==> src/rtl/pc_gen.sv <==
// Fetch-stage program counter.
// Owns the PC and EPC registers. Resolves the branch/jump next-address rules,
// trap entry and return, misaligned JR targets and halt, all under the fetch
// handshake.
//
// Handshake: fetch_valid is a function of state only. A fetch completes on a
// rising edge where fetch_valid & fetch_ready & ctrl_valid are all high
// ("advance"). Until that happens, pc holds unless trap, eret or halt_req
// intervenes.
module pc_gen #(
  parameter int          ADDR_W    = 32,
  parameter logic [31:0] RESET_VEC = 32'h0000_3000,
  parameter logic [31:0] JUMP_BASE = 32'h0000_3000,
  parameter logic [31:0] TRAP_VEC  = 32'h0000_4180
) (
  input  logic              clk,
  input  logic              rst,
  output logic [ADDR_W-1:0] pc,
  output logic              fetch_valid,
  input  logic              fetch_ready,
  input  logic              ctrl_valid,
  input  logic [1:0]        branch,
  input  logic              jump,
  input  logic              zero,
  input  logic [5:0]        op,
  input  logic [15:0]       imm16,
  input  logic [25:0]       imm26,
  input  logic [ADDR_W-1:0] busA,
  input  logic              trap,
  input  logic              eret,
  input  logic              halt_req,
  output logic [ADDR_W-1:0] epc,
  output logic              in_trap,
  output logic              misalign,
  output logic              halted,
  output logic [1:0]        state_dbg
);

  typedef enum logic [1:0] {
    BOOT = 2'd0,
    RUN  = 2'd1,
    TRAP = 2'd2,
    HALT = 2'd3
  } state_t;

  localparam logic [ADDR_W-1:0] RESET_PC  = ADDR_W'(RESET_VEC);
  localparam logic [ADDR_W-1:0] JUMP_OFS  = ADDR_W'(JUMP_BASE);
  localparam logic [ADDR_W-1:0] TRAP_PC   = ADDR_W'(TRAP_VEC);
  localparam logic [ADDR_W-1:0] INSN_SIZE = ADDR_W'(4);

  state_t            state, state_nxt;
  logic [ADDR_W-1:0] pc_nxt, epc_nxt;
  logic              misalign_nxt;

  logic              advance;
  logic              take_br;
  logic              is_jr;
  logic [ADDR_W-1:0] seq_pc, br_pc, jr_pc, j_pc, redirect_pc;

  assign fetch_valid = (state == RUN) || (state == TRAP);
  assign advance     = fetch_valid & fetch_ready & ctrl_valid;
  assign in_trap     = (state == TRAP);
  assign halted      = (state == HALT);
  assign state_dbg   = state;

  assign seq_pc = pc + INSN_SIZE;
  assign br_pc  = pc + {{(ADDR_W-18){imm16[15]}}, imm16, 2'b00};
  assign jr_pc  = JUMP_OFS + busA;
  assign j_pc   = JUMP_OFS + {pc[ADDR_W-1:28], imm26, 2'b00};

  // Decode the instruction at pc into a redirect address; branches outrank jumps.
  always_comb begin
    take_br     = 1'b0;
    is_jr       = 1'b0;
    redirect_pc = seq_pc;
    if (branch != 2'b00) begin
      case (op)
        6'b000100: take_br = zero;
        6'b000101: take_br = !zero;
        6'b000111: take_br = !busA[ADDR_W-1] && (busA != '0);
        6'b000110: take_br = busA[ADDR_W-1] || (busA == '0);
        6'b000001: take_br = (branch == 2'b10) ?  busA[ADDR_W-1] :
                             (branch == 2'b01) ? !busA[ADDR_W-1] : 1'b0;
        default:   take_br = 1'b0;
      endcase
      if (take_br) redirect_pc = br_pc;
    end else if (jump) begin
      if (op == 6'd0) begin
        is_jr       = 1'b1;
        redirect_pc = jr_pc;
      end else begin
        redirect_pc = j_pc;
      end
    end
  end

  // Next state, PC and EPC in priority order: halt_req, trap, eret, advance.
  always_comb begin
    state_nxt    = state;
    pc_nxt       = pc;
    epc_nxt      = epc;
    misalign_nxt = 1'b0;
    case (state)
      BOOT: state_nxt = RUN;
      RUN, TRAP: begin
        if (halt_req) begin
          state_nxt = HALT;
        end else if (trap) begin
          // A trap raised inside the handler is a double fault: stop cold,
          // keeping the original epc for post-mortem.
          if (state == RUN) begin
            state_nxt = TRAP;
            epc_nxt   = pc;
            pc_nxt    = TRAP_PC;
          end else begin
            state_nxt = HALT;
          end
        end else if (eret && (state == TRAP)) begin
          state_nxt = RUN;
          pc_nxt    = epc;
        end else if (advance) begin
          if (is_jr && (jr_pc[1:0] != 2'b00)) begin
            misalign_nxt = 1'b1;
            if (state == RUN) begin
              state_nxt = TRAP;
              epc_nxt   = pc;
              pc_nxt    = TRAP_PC;
            end else begin
              state_nxt = HALT;
            end
          end else begin
            pc_nxt = redirect_pc;
          end
        end
      end
      default: state_nxt = HALT;
    endcase
  end

  // State, PC, EPC and the misalign pulse register.
  always_ff @(posedge clk) begin
    if (rst) begin
      state    <= BOOT;
      pc       <= RESET_PC;
      epc      <= '0;
      misalign <= 1'b0;
    end else begin
      state    <= state_nxt;
      pc       <= pc_nxt;
      epc      <= epc_nxt;
      misalign <= misalign_nxt;
    end
  end

endmodule

==> config.mk <==
export PLATFORM = sky130hd
export DESIGN_NAME = pc_gen
export DESIGN_NICKNAME = d
export VERILOG_FILES = /design/src/rtl/pc_gen.sv
export SDC_FILE = /design/constraint.sdc
export NUM_CORES = 1
export LEC_CHECK = 0
export ABC_AREA = 1
export BUFFER_PORTS_ARGS = -buffer_cell sky130_fd_sc_hd__buf_2
export CORE_MARGIN = 3
export CORE_UTILIZATION = 31
export DETAILED_ROUTE_END_ITERATION = 7
export PLACE_DENSITY = 0.48
export SLEW_MARGIN = 25
export SYNTH_ARGS = -nofsm -noshare
export SYNTH_HDL_FRONTEND = slang
export SYNTH_SLANG_ARGS = --single-unit
==> constraint.sdc <==
create_clock -name clk -period 3.15 [get_ports clk]
set_input_delay 0.63 -clock clk [delete_from_list [all_inputs] [get_ports clk]]
set_output_delay 0.63 -clock clk [all_outputs]
set_load 0.02 [all_outputs]
## Word-level counts from Yosys, hierarchy flattened

Index checks and enable logic that the tools add are counted.

| cells by class | value |
|---|---|
| multiplexer cells | 29 |
| bitwise logic cells | 5 |
| reductions and logical operators | 21 |
| $add $sub $neg | 4 |
| eq/ne operators | 13 |

Operators with widths:

| operator | count |
|---|---|
| $mux W32 | 14 |
| $add A14 B32 Y32 const A | 2 |
| $add A32 B3 Y32 const B | 1 |
| $add A32 B32 Y32 | 1 |
| $logic_not A32 Y1 | 1 |
| $reduce_bool A32 Y1 | 1 |
| $eq A6 B3 Y1 const B | 4 |
| $mux W2 | 5 |
| $ne A5 B5 Y1 const B | 2 |
| $mux W1 | 8 |
| $reduce_bool A2 Y1 | 4 |
| $eq A2 B2 Y1 const B | 3 |
| $eq A6 B1 Y1 const B | 1 |
| $logic_not A6 Y1 | 1 |
| $reduce_or A6 Y1 | 1 |
| $pmux W1 S5 | 1 |
| $reduce_and A5 Y1 | 1 |
| $eq A2 B1 Y1 const B | 2 |
| $pmux W2 S2 | 1 |
| $logic_and A1 B1 Y1 | 3 |
| $not A1 Y1 | 3 |
| $reduce_and A3 Y1 | 1 |
| $reduce_bool A3 Y1 | 1 |
| $and A1 B1 Y1 | 2 |
| other kinds (6) | 8 |

| storage, ports and cells | value |
|---|---|
| output and inout port bits | 70 |
| word-level logic and storage cells | 76 |
| flip-flop bits (word level) | 67 |

## Logic depth before layout (Yosys ltp)

Gate-level depths: netlist of the first run.

| depth | value |
|---|---|
| depth after elaboration | 11 |
| gate-level depth with buffers | 20 |
| gate-level depth less buffers | 20 |

## Least setup slack after synthesis of the first run

Ideal clock, no wire load.

| timing path | value |
|---|---|
| path kind | input -> register |
| from | in imm16[0] |
| to | reg pc[30] |
| cell stages on the path | 18 |
| path slack | 0.693 ns |
| data arrival time | 2.323 ns |
| cells stage by stage | ha_1 -> fa_1 -> nand3_1 -> nand3_1 -> nand3_1 -> nand3b_1 -> nand2_1 -> nand2_1 -> nand2_1 -> nand2_1 -> nor2_1 -> nor2_1 -> nor2_1 -> nand2_1 -> nand2_1 -> nand2_1 -> nand2_1 -> a21oi_2 |

| on the way | value |
|---|---|
| cells in the longest elaborated chain, start to end | 7 |

Ends and longest elaborated chain:

| element | line | RTL |
|---|---|---|
| start, declared | 26 | `input logic [15:0] imm16,` |
| $add A32 B32 Y32 | 67 | `assign br_pc = pc + {{(ADDR_W-18){imm16[15]}}, imm16, 2'b00};` |
| $mux W32 | 86 | `if (take_br) redirect_pc = br_pc;` |
| $mux W32 | 76 | `if (branch != 2'b00) begin` |
| $mux W32 | 122 | `if (is_jr && (jr_pc[1:0] != 2'b00)) begin` |
| $mux W32 | 121 | `end else if (advance) begin` |
| $mux W32 | 118 | `end else if (eret && (state == TRAP)) begin` |
| $mux W32 | 108 | `end else if (trap) begin` |
| end signal, assigned | 149 | `pc <= pc_nxt;` |
| end, declared | 18 | `output logic [ADDR_W-1:0] pc,` |

Every way passes these cells. The select of a mux whose other input is x is not followed.
A chain may end at the register's enable or synchronous reset.

## Worst setup path in the final report of the first run

| timing path | value |
|---|---|
| from | reg pc[3] |
| to | reg pc[15] |

| on the way | value |
|---|---|
| cells in the longest elaborated chain, start to end | 7 |
| elaborated cells on any way between the ends | 9 |
| classes of those cells | add/sub: 2; mux: 7 |

Ends and longest elaborated chain:

| element | line |
|---|---|
| $add A32 B3 Y32 / $add A32 B32 Y32 (equally long branches) | 66, 67 |
| $mux W32 (on tied branches) | 87, 86 |
| $mux W32 (*) | 76 |
| $mux W32 (*) | 122 |
| $mux W32 (*) | 121 |
| $mux W32 (*) | 118 |
| $mux W32 (*) | 108 |

Mark *: on every way between the ends. The rest lies on a longest branch, timed or not. The select of a mux whose other input is x is not followed.

==> summary.md, run 1 <==
| Metric | Value |
|---|---|
| Status | `finished, final reports clean` |
| 1st-pass router iterations | `5` |
| Site row count | `59` |
| Antenna-violating nets left | `0` |
| Avg WL per Cell | `approximately 19 um` |
| Gpl congestion | `1.01` |
| Worst r2r path cells | `13` |
| Synth-to-Final Area Change | `20.3%` |
| Maximum fanout along the worst path | `7` |
| Post-Synth XOR/XNOR Area | `4.88%` |
| Total grt overflow | `0` |
| Die Wd | `171 um` |
| Starting Density | `31.9%` |
| Hold crit path type | `flip-flop to flip-flop` |
| Crit path from | `pc[3]` |
| Pwr per Cell Area | `470 nW/um^2` |
| Via density | `5.21` |
| RSZ-0062 raised after global routing | `no` |
| IO buf count | `160` |
| DP Area | `9850 sq um` |
| Sequential fraction of the synthesis area | `15.9%` |
| First-pass GRT wire length | `59.8 mm` |
| Met3 Usage GRT | `around 7%` |
| FF-to-FF End | `pc[15]` |
| Crit. End Element | `flip-flop` |
| Largest net degree at the start of global routing | `47` |
| Main synth FF type | `dfxtp_1` |
| Met2 Usage GRT | `39.6%` |
| Synth async-reset ratio | `0%` |
| All-Layer GR Usage | `26.7%` |
| Setup TNS | `0 ns` |
| Yosys reg bits | `67` |
| Area leader, netlist | `nand2_1` |
| Mapped Nets | `about 1700` |
| Overall via count from detail_route | `10611` |
| Vias in the first global route | `9951` |
| Max clock buf depth | `2` |
| Main combinational cell family by area after synthesis | `simple AND/OR/NAND/NOR gates` |
| Top cells by area, synth | `nand2_1 (22%), dfxtp_1 (16%), inv_1 (7.9%), nor2_1 (6.8%), a21oi_1 (6.2%)` |
| TritonCTS clock tree | `built` |
| Final period util | `91.4%` |
| Initial antenna violation count | `1` |
| Number of enable flip-flop cells after synthesis | `0` |
| Synth Area in Adders | `5.57%` |
| Post-Synth Simple-Gate Area | `43.2%` |
| Core area | `26400 sq um` |
| Startpoint Class | `flip-flop` |
| Hpwl dp | `32.0 mm` |
| Synth Cell Area | `roughly 8400 sq um` |
| Clk slew on worst S/H paths | `0.06 ns` |
| Clk_lat worst skew | `between 0.3 and 0.4 ns` |
| # Post-CTS Setup Buffers | `0` |
| H-tree depth | `3` |
| Post-CTS sizing | `0` |
| Routing usage on met1 | `38.3%` |
| Minimum clock period | `2.88 ns` |
| Antenna Cells | `0` |
| Nets | `1825` |
| Total CTS buffers | `9` |
| Max VDD drop | `0.000334 V` |
| Top Ports | `161` |
| Final Hold Fails | `0` |
| Iteration-0 DRC Markers | `925` |
| Slew headroom | `42.6%` |
| Die Span Y | `171 um` |
| CTS Hold Buffers Added | `0` |
| # DRC | `0` |
| Post-route cell area | `10200 sq um` |
| CTS root buf | `clkbuf_16` |
| DIE AREA | `29200 sq um` |
| Layout cells sized above 1 | `16.9%` |
| GR peak layer | `met2` |
| Yosys top cell area share | `between 20 and 25%` |
| Routed WL | `39.2 mm` |
| Synth Area in Compound Gates | `18.4%` |
| WP data required | `3.36 ns` |
| Total of max-cap violations | `0` |
| Fmax | `347 MHz` |
| Syn. warnings | `0` |
| Worst Setup EP | `pc[15]` |
| Avg Cell Area, Syn | `5.52 sq um` |
| Final setup viols | `0` |
| Clk sinks | `67` |
| R2R setup slack | `0.27 ns` |
| Crit Path Category | `flip-flop to flip-flop` |
| Worst r2r src | `pc[3]` |
| Syn Inst Count | `1530` |
| Leak | `roughly 5.0 nW` |
| Post-synthesis mux area share | `0.119%` |
| Final Slew Violations | `0` |
| Worst Tran Pin Value | `~0.86 ns` |
| Fin Clk Skew | `0.0122 ns` |
| Yosys cell types | `between 50 and 60` |
| CP Data Arrival Time | `~3 ns` |
-- report_power, final --
group	switching (mW)	total [mW]	leakage, nW	internal (mW)
sequential	0.155	1.13	0.544	0.973
clock	0.406	1.06	0.144	0.650
combinational	1.76	2.59	4.32	0.831
-- per-layer routing --
| layer | vias up | routed length [um] |
|---|---|---|
| met1 | 4835 | 18300 |
| met3 | 53 | 3510 |
| met4 | 2 | 1060 |
| li1 | 5315 | - |
| met5 | - | 13 |
| met2 | 406 | 16400 |
-- layout make-up --
type,instances,area (sq um)
Sequential cell,67,1340
Tap cell,335,419
Clock buffer,11,253
Timing Repair Buffer,221,1280
Multi-Input combinational cell,1209,6100
Inverter,189,714
Clock inverter,4,50.0
Fill cell,3035,16300
-- worst min-delay path by stage --
stage	startpoint	to	slack, ns	cells past startpoint
2_1_floorplan	epc[10]	epc[10]	0.54	2
3_3_place_gp	epc[27]	epc[27]	0.47	2
3_5_place_dp	epc[13]	epc[13]	0.46	2
4_1_cts	epc[27]	epc[27]	0.48	2
5_1_grt	epc[22]	epc[22]	0.50	2
6_report	epc[27]	epc[27]	0.47	2
-- cells in the mapped netlist, types with 5 or more instances --
library cell	count
nand2_1	503
inv_1	178
nor2_1	154
a21oi_1	104
nand3_1	99
o21ai_0	94
dfxtp_1	67
clkbuf_1	41
ha_1	36
xor2_1	27
nand4_1	25
nor3_1	23
a221oi_1	20
xnor2_1	20
buf_2	17
o211ai_1	10
a211oi_1	9
nand2_2	8
nor2_2	8
nor2_4	8
o21ai_1	8
inv_2	7
o2111ai_1	6
o21bai_1	5
-- flip-flops by register name, indices dropped and copies added, names as in the netlist --
register	cells
pc	32
state_dbg	2
misalign	1
epc	32
-- cells by family after synthesis --
group / after synthesis
multiplexers: 1
XOR/XNOR: 47
AND/OR/NAND/NOR: 853
flip-flops: 67
adder cells (fa/ha/maj): 37
buffers and inverters: 254
AO/OA/AOI/OAI: 271
-- cell usage in the layout, fill, tap and decap left out, types with 9 or more instances in the layout --
cell type	n
a211oi_1	9
a21oi_1	103
a221oi_1	20
buf_2	160
buf_4	59
clkbuf_16	9
dfxtp_1	67
ha_1	36
inv_1	178
nand2_1	503
nand3_1	99
nand4_1	25
nor2_1	154
nor3_1	23
o211ai_1	10
o21ai_0	94
xnor2_1	20
xor2_1	27
-- per-stage QoR --
| step | std cells | setup slack [ns] | power [mW] | utilization [%] | hold WS [ns] |
|---|---|---|---|---|---|
| 2_1_floorplan | 1530 | 0.693 | 2.71 | - | 0.542 |
| 3_3_place_gp | 2021 | 0.131 | 3.70 | 37.3 | 0.467 |
| 3_5_place_dp | 2021 | 0.133 | 3.69 | 37.3 | 0.463 |
| 4_1_cts | 2036 | 0.332 | 4.77 | 38.4 | 0.478 |
| 5_1_grt | 2036 | 0.0917 | 5.12 | 38.4 | 0.503 |
| 6_report | 2036 | 0.270 | 4.78 | 38.4 | 0.473 |
-- critical path, stage by stage (launching register included) --
cell and delay [ns]:
dfxtp_1 0.61, ha_1 0.33, nand3_1 0.09, nand3_1 0.18
nand2_1 0.11, nand2_1 0.10, nand3_1 0.09, nand2_1 0.17
xnor2_1 0.28, o21ai_0 0.15, o21ai_0 0.41, nand2_1 0.09
nand2_1 0.08, a21oi_1 0.06
Power figures use the tool's default switching activity.
==> inputs of run 2 (changes only) <==
CORE_UTILIZATION = 58   (was 31)
PLACE_DENSITY = 0.81   (was 0.48)
==> run 2 against run 1 <==
  * The run now ends with design-rule violations left
  * Via count rose by 6.8%
  * Clock skew decreased by 0.0051 ns
  * Combinational power hardly changed
  * Sequential power hardly changed
==> summary.md, run 2 (synthesis gave the netlist of run 1 again) <==
| Metric | Value |
|---|---|
| CTS Hold Buffers Added | `0` |
| Via density | `6.05` |
| Total of max-cap violations | `0` |
| Worst r2r src | `pc[2]` |
| Worst Path Buf+Inv | `0` |
| # Post-CTS Setup Buffers | `0` |
| Total grt overflow | `0` |
| Fin Clk Skew | `0.00710 ns` |
| Most common cell after layout, fill and taps aside | `nand2_1` |
| H-tree depth | `3` |
| Startpoint Class | `flip-flop` |
| Final setup viols | `0` |
| Sequential share of power | `24.0%` |
| Min-Delay Endpoint | `epc[22]` |
| Crit Path Category | `flip-flop to flip-flop` |
| Max clock buf depth | `2` |
| Clk slew on worst S/H paths | `roughly 0.06 ns` |
| Final Slew Violations | `0` |
| Leak | `4.97 nW` |
| WHS Path Cells | `2` |
| Sw Pwr | `around 2.3 mW` |
| Routing usage on met1 | `57.9%` |
| Maximum fanout along the worst path | `7` |
| WP data required | `between 3 and 4 ns` |
| Vias in the first global route | `10342` |
| CTS root buf | `clkbuf_16` |
| DIE AREA | `16000 sq um` |
| Worst Tran Pin Value | `0.951 ns` |
| Commonest non-fill, non-tap cells in the layout | `nand2_1 (503), inv_1 (178), buf_2 (160), nor2_1 (154), a21oi_1 (103)` |
| Clk_lat worst skew | `0.34 ns` |
| Max VDD drop | `~0.00075 V` |
| Minimum clock period | `around 3 ns` |
| Status | `finished with violations` |
| Comb pwr share | `54.1%` |
| All-Layer GR Usage | `between 40% and 50%` |
| Worst slack, placed | `0.100 ns` |
| Nets | `1817` |
| IO buf count | `160` |
| Initial antenna violation count | `0` |
| First-pass GRT wire length | `54.5 mm` |
| GR peak layer | `met2` |
| Pwr per Cell Area | `478 nW/um^2` |
| Critical path's top delay family | `simple AND/OR/NAND/NOR gates` |
| Hold crit path type | `flip-flop to flip-flop` |
| Hpwl dp | `27.7 mm` |
| HP Start | `epc[22]` |
| Routed WL | `~35 mm` |
| Synth-to-Final Area Change | `17.3%` |
| 1st-pass router iterations | `8` |
| Post-CTS sizing | `0` |
| Fillers | `between 1000 and 1500` |
| CP Data Arrival Time | `3.25 ns` |
| Die Span Y | `between 100 and 150 um` |
| Iteration-0 DRC Markers | `1936` |
| Internal Power | `~2.4 mW` |
| TritonCTS clock tree | `built` |
| Clock share of power | `approximately 22%` |
| Met2 Usage GRT | `62.7%` |
| Layout cells sized above 1 | `16.5%` |
| Worst r2r path cells | `16` |
| Final period util | `between 90% and 100%` |
| Total CTS buffers | `9` |
| Overall via count from detail_route | `11335` |
| Slowest cell on crit path | `fa_1` |
| Slew headroom | `36.5%` |
| Starting Density | `60.1%` |
| Largest net degree at the start of global routing | `53` |
| Worst path most repeated cell | `nand2_1` |
| Worst setup margin | `0.164 ns` |
| RSZ-0062 raised after global routing | `no` |
| Avg WL per Cell | `18.8 um` |
| Fmax | `335 MHz` |
| Gpl congestion | `~1.1` |
| Top Ports | `about 160` |
| Setup TNS | `0 ns` |
| Crit. End Element | `flip-flop` |
| Die Wd | `127 um` |
| Antenna Cells | `0` |
| Antenna-violating nets left | `0` |
| Slowest stage delay, CP | `0.49 ns` |
| Crit path depth | `16` |
| Core area | `14000 sq um` |
| Clk sinks | `67` |
| Met3 Usage GRT | `between 10% and 20%` |
| R2R setup slack | `0.16 ns` |
| Violated checks | `design-rule violations` |
| Site row count | `43` |
| # DRC | `27` |
| Cell Chain, Critical Path | `ha_1, fa_1, nand3_1, nand3_1, nand2_1, nand3_1, a21oi_1, xnor2_1, nand2_1, nand2_1, nand2_1, nand2_1, nand2_1, nand2_1, nand2_1, a21oi_1` |
| Final Hold Fails | `0` |
| Sw frac | `48.5%` |
| FF-to-FF End | `pc[18]` |
## run 2: changes by cell type in the layout (fill, tap and decap cells not counted), sizes merged
cell	previous run	this run
buf	221	213
## run 2: worst reg2reg max path, stage by stage, from the launching register on
cell	delay, ns
dfxtp_1	0.42
ha_1	0.34
fa_1	0.49
nand3_1	0.14
nand3_1	0.16
nand2_1	0.10
nand3_1	0.13
a21oi_1	0.27
xnor2_1	0.19
nand2_1	0.08
nand2_1	0.06
nand2_1	0.04
nand2_1	0.07
nand2_1	0.15
nand2_1	0.11
nand2_1	0.05
a21oi_1	0.12
## run 2: layout make-up
cell class / instances / area (sq um) / area share (%)
Sequential cell: 67 / 1340 / 13.5
Clock buffer: 11 / 253 / 2.55
Timing Repair Buffer: 213 / 1220 / 12.4
Inverter: 189 / 714 / 7.21
Clock inverter: 4 / 50.0 / 0.505
Tap cell: 180 / 225 / 2.27
Multi-Input combinational cell: 1209 / 6100 / 61.6
## run 2: per-stage QoR
step	power (mW)	hold slack, ns	instance area, sq um	util [%]	std cells
2_1_floorplan	2.71	0.542	8440	-	1530
3_3_place_gp	3.52	0.459	9600	68.4	1858
3_5_place_dp	3.57	0.462	9600	68.4	1858
4_1_cts	4.60	0.473	9900	70.5	1873
5_1_grt	4.97	0.489	9900	70.5	1873
6_report	4.73	0.475	9900	70.5	1873
## run 2: power by group through the flow
stage               clock network [mW]  logic [mW]  registers, mW
floorplan                            0        1.45           1.26
global placement                     0        2.39           1.13
detailed placement                   0        2.43           1.13
CTS                               1.03        2.46           1.12
global route                      1.07        2.76           1.14
finish                            1.04        2.56           1.13
## run 2: per-layer routing
layer  up-vias  part of all wire (%)
li1       5292                     -
met3       159                    16
met4         0                   4.8
met5         -                     0
met1      5013                    38
met2       871                    41
## run 2: how the worst max path moves through the flow
stage / end / start / slack, ns
finish: pc[18] / pc[2] / 0.16
global route: pc[18] / pc[2] / 0.07
CTS: pc[18] / pc[2] / 0.36
detailed placement: pc[18] / imm16[0] / 0.10
global placement: pc[18] / imm16[0] / 0.10
floorplan: pc[30] / imm16[0] / 0.69
==> inputs of run 3 (changes only) <==
CORE_UTILIZATION = 30   (was 58)
PLACE_DENSITY = 0.46   (was 0.81)
RECOVER_POWER = 50   (was not set)
==> run 3 against run 2 <==
  * The flow now finishes without violations
  * Maximum frequency is 3.7% higher
  * Sequential cell count did not move
  * Sequential share of layout area decreased by 0.29 points
  * Power up 2.3%
  * Combinational power about the same
  * Clock skew rose by 0.0018 ns
  * Setup slack gained 0.11 ns
  * Non-clock buffer count up 12
  * Die area rose by 88%
  * Critical endpoint is now pc[19]
  * Largest power group unchanged
==> summary.md, run 3 (synthesis gave the netlist of run 1 again) <==
| Metric | Value |
|---|---|
| GR peak layer | `met1` |
| Clk slew on worst S/H paths | `approximately 0.06 ns` |
| CTS root buf | `clkbuf_16` |
| Vias in the first global route | `9742` |
| Die Span Y | `174 um` |
| R2R setup slack | `0.27 ns` |
| TritonCTS clock tree | `built` |
| Nets | `1829` |
| Initial antenna violation count | `1` |
| Status | `finished, final reports clean` |
| Fillers | `3218` |
| HP Start | `epc[12]` |
| Avg WL per Cell | `19.1 um` |
| Max VDD drop | `0.000404 V` |
| Clk sinks | `67` |
| Core area | `27300 sq um` |
| WP data required | `3.42 ns` |
| # DRC | `0` |
| CTS Hold Buffers Added | `0` |
| Met2 Usage GRT | `37.4%` |
| 1st-pass router iterations | `8` |
| Cells after DPL | `approximately 2100` |
| Crit Path Category | `flip-flop to flip-flop` |
| First-pass GRT wire length | `59.8 mm` |
| Antenna Cells | `0` |
| Setup TNS | `0 ns` |
| # Post-CTS Setup Buffers | `0` |
| H-tree depth | `3` |
| Startpoint Class | `flip-flop` |
| Overall via count from detail_route | `around 11000` |
| Slew headroom | `between 50% and 60%` |
| WHS Path Cells | `2` |
| Hpwl dp | `between 30 and 40 mm` |
| Cell Chain, Critical Path | `clkbuf_1, nand2_1, nor2_1, nand2_1, nor3_1, xor2_1, nor2_1, nor2_1, o21ai_1, nand2_1, nand2_1, nand2_1, nand2_1, a21oi_1` |
| Die Wd | `174 um` |
| Worst r2r path cells | `14` |
| Post-route cell area | `approximately 10000 sq um` |
| Synth-to-Final Area Change | `19.9%` |
| IO buf count | `160` |
| Slowest cell on crit path | `clkbuf_1` |
| Final period util | `91.4%` |
| Routed WL | `39.7 mm` |
| Sequential share of power | `a little under a quarter` |
| Final setup viols | `0` |
| Worst r2r src | `pc[12]` |
| Top Ports | `161` |
| DP Area | `around 9900 sq um` |
| Most common cell after layout, fill and taps aside | `nand2_1` |
| Min-Delay Endpoint | `epc[12]` |
| Gpl congestion | `approximately 0.98` |
| Sw frac | `between 40% and 50%` |
| RSZ-0062 raised after global routing | `no` |
| Hold crit path type | `flip-flop to flip-flop` |
| Site row count | `60` |
| Post-CTS sizing | `0` |
| Leak | `4.76 nW` |
| DIE AREA | `30200 sq um` |
| Worst Tran Pin Value | `between 0.7 and 0.8 ns` |
| Clock share of power | `24.3%` |
| Total CTS buffers | `9` |
| Comb pwr share | `52.3%` |
| Worst slack, placed | `between 0.1 and 0.15 ns` |
| Fin Clk Skew | `0.00893 ns` |
| Total of max-cap violations | `0` |
| Commonest non-fill, non-tap cells in the layout | `nand2_1 (503), inv_1 (178), nor2_1 (154), buf_2 (118), a21oi_1 (103)` |
| Post-Layout Cell Count | `2078` |
| Layout cells sized above 1 | `13.1%` |
| Crit. End Element | `flip-flop` |
| Internal Power | `between 2 and 2.5 mW` |
| Final Slew Violations | `0` |
| Largest net degree at the start of global routing | `61` |
| Total grt overflow | `0` |
| Iteration-0 DRC Markers | `887` |
| Pwr per Cell Area | `478 nW/um^2` |
| Max clock buf depth | `2` |
| Slowest stage delay, CP | `0.55 ns` |
| Met3 Usage GRT | `under 10%` |
| Starting Density | `30.9%` |
| FF-to-FF End | `pc[19]` |
| CP Data Arrival Time | `~3.2 ns` |
| Worst setup margin | `between 0.2 and 0.3 ns` |
| Clk_lat worst skew | `0.34 ns` |
| Routing usage on met1 | `37.7%` |
| Minimum clock period | `2.88 ns` |
| Antenna-violating nets left | `0` |
| Sw Pwr | `between 2 and 2.5 mW` |
| Maximum fanout along the worst path | `7` |
| Via density | `between 5 and 6` |
| All-Layer GR Usage | `25.4%` |
| Final Hold Fails | `0` |
| Fmax | `roughly 350 MHz` |
| Worst path most repeated cell | `nand2_1` |
| Tot Pwr | `4.84 mW` |
==> run 3: cell count changes in the layout (fill, tap and decap cells not counted) <==
cell and change:
bufinv_16 +1, buf_2 -42, clkinv_2 -1, clkbuf_1 +68, inv_6 +1, buf_4 -14
==> run 3: stage by stage <==
stage	utilization, %	hold slack (ns)
2_1_floorplan	-	0.542
3_3_place_gp	36.3	0.468
3_5_place_dp	36.3	0.458
4_1_cts	37.6	0.470
5_1_grt	37.0	0.496
6_report	37.0	0.471
==> run 3: area by class of cell <==
| class | count | area [sq um] | area share [%] |
|---|---|---|---|
| flip-flops and latches | 67 | 1340 | 13.3 |
| inverters | 189 | 714 | 7.06 |
| multi-input cells | 1209 | 6100 | 60.3 |
| well taps | 372 | 465 | 4.60 |
| repair buffers | 225 | 1160 | 11.5 |
| clock inverters | 5 | 83.8 | 0.829 |
| clock buffers | 11 | 253 | 2.50 |
==> run 3: power by group through the flow <==
stage | clock (mW) | combinational (mW) | sequential, mW
2_1_floorplan | 0 | 1.45 | 1.26
4_1_cts | 1.19 | 2.57 | 1.13
5_1_grt | 1.23 | 2.80 | 1.15
6_report | 1.17 | 2.53 | 1.13
3_5_place_dp | 0 | 2.55 | 1.14
3_3_place_gp | 0 | 2.56 | 1.15
==> run 3: worst max path at each step <==
stage              from     end  slack [ns]  cells past startpoint
3_3_place_gp   imm16[0]  pc[18]        0.12                     17
2_1_floorplan  imm16[0]  pc[30]        0.69                     18
4_1_cts           pc[2]  pc[30]        0.44                     18
6_report         pc[12]  pc[19]        0.27                     14
5_1_grt          pc[12]  pc[19]        0.07                     14
3_5_place_dp   imm16[0]  pc[30]        0.14                     19
==> run 3: layer usage <==
layer / routed length [um] / vias to the layer above / share of wire (%)
li1: - / 5321 / -
met1: 18800 / 4920 / 47
met2: 16500 / 439 / 42
met3: 3270 / 48 / 8.2
met4: 1080 / 0 / 2.7
met5: 0 / - / 0
==> run 3: critical path, delay by kind of cell, from the launching register on <==
family | cells | cell delay, ns
and+or+nand+nor | 10 | 1.30
buffers and inverters | 1 | 0.55
DFF | 1 | 0.48
xor gates and xnor gates | 1 | 0.31
AOI/OAI and AO/OA | 2 | 0.17
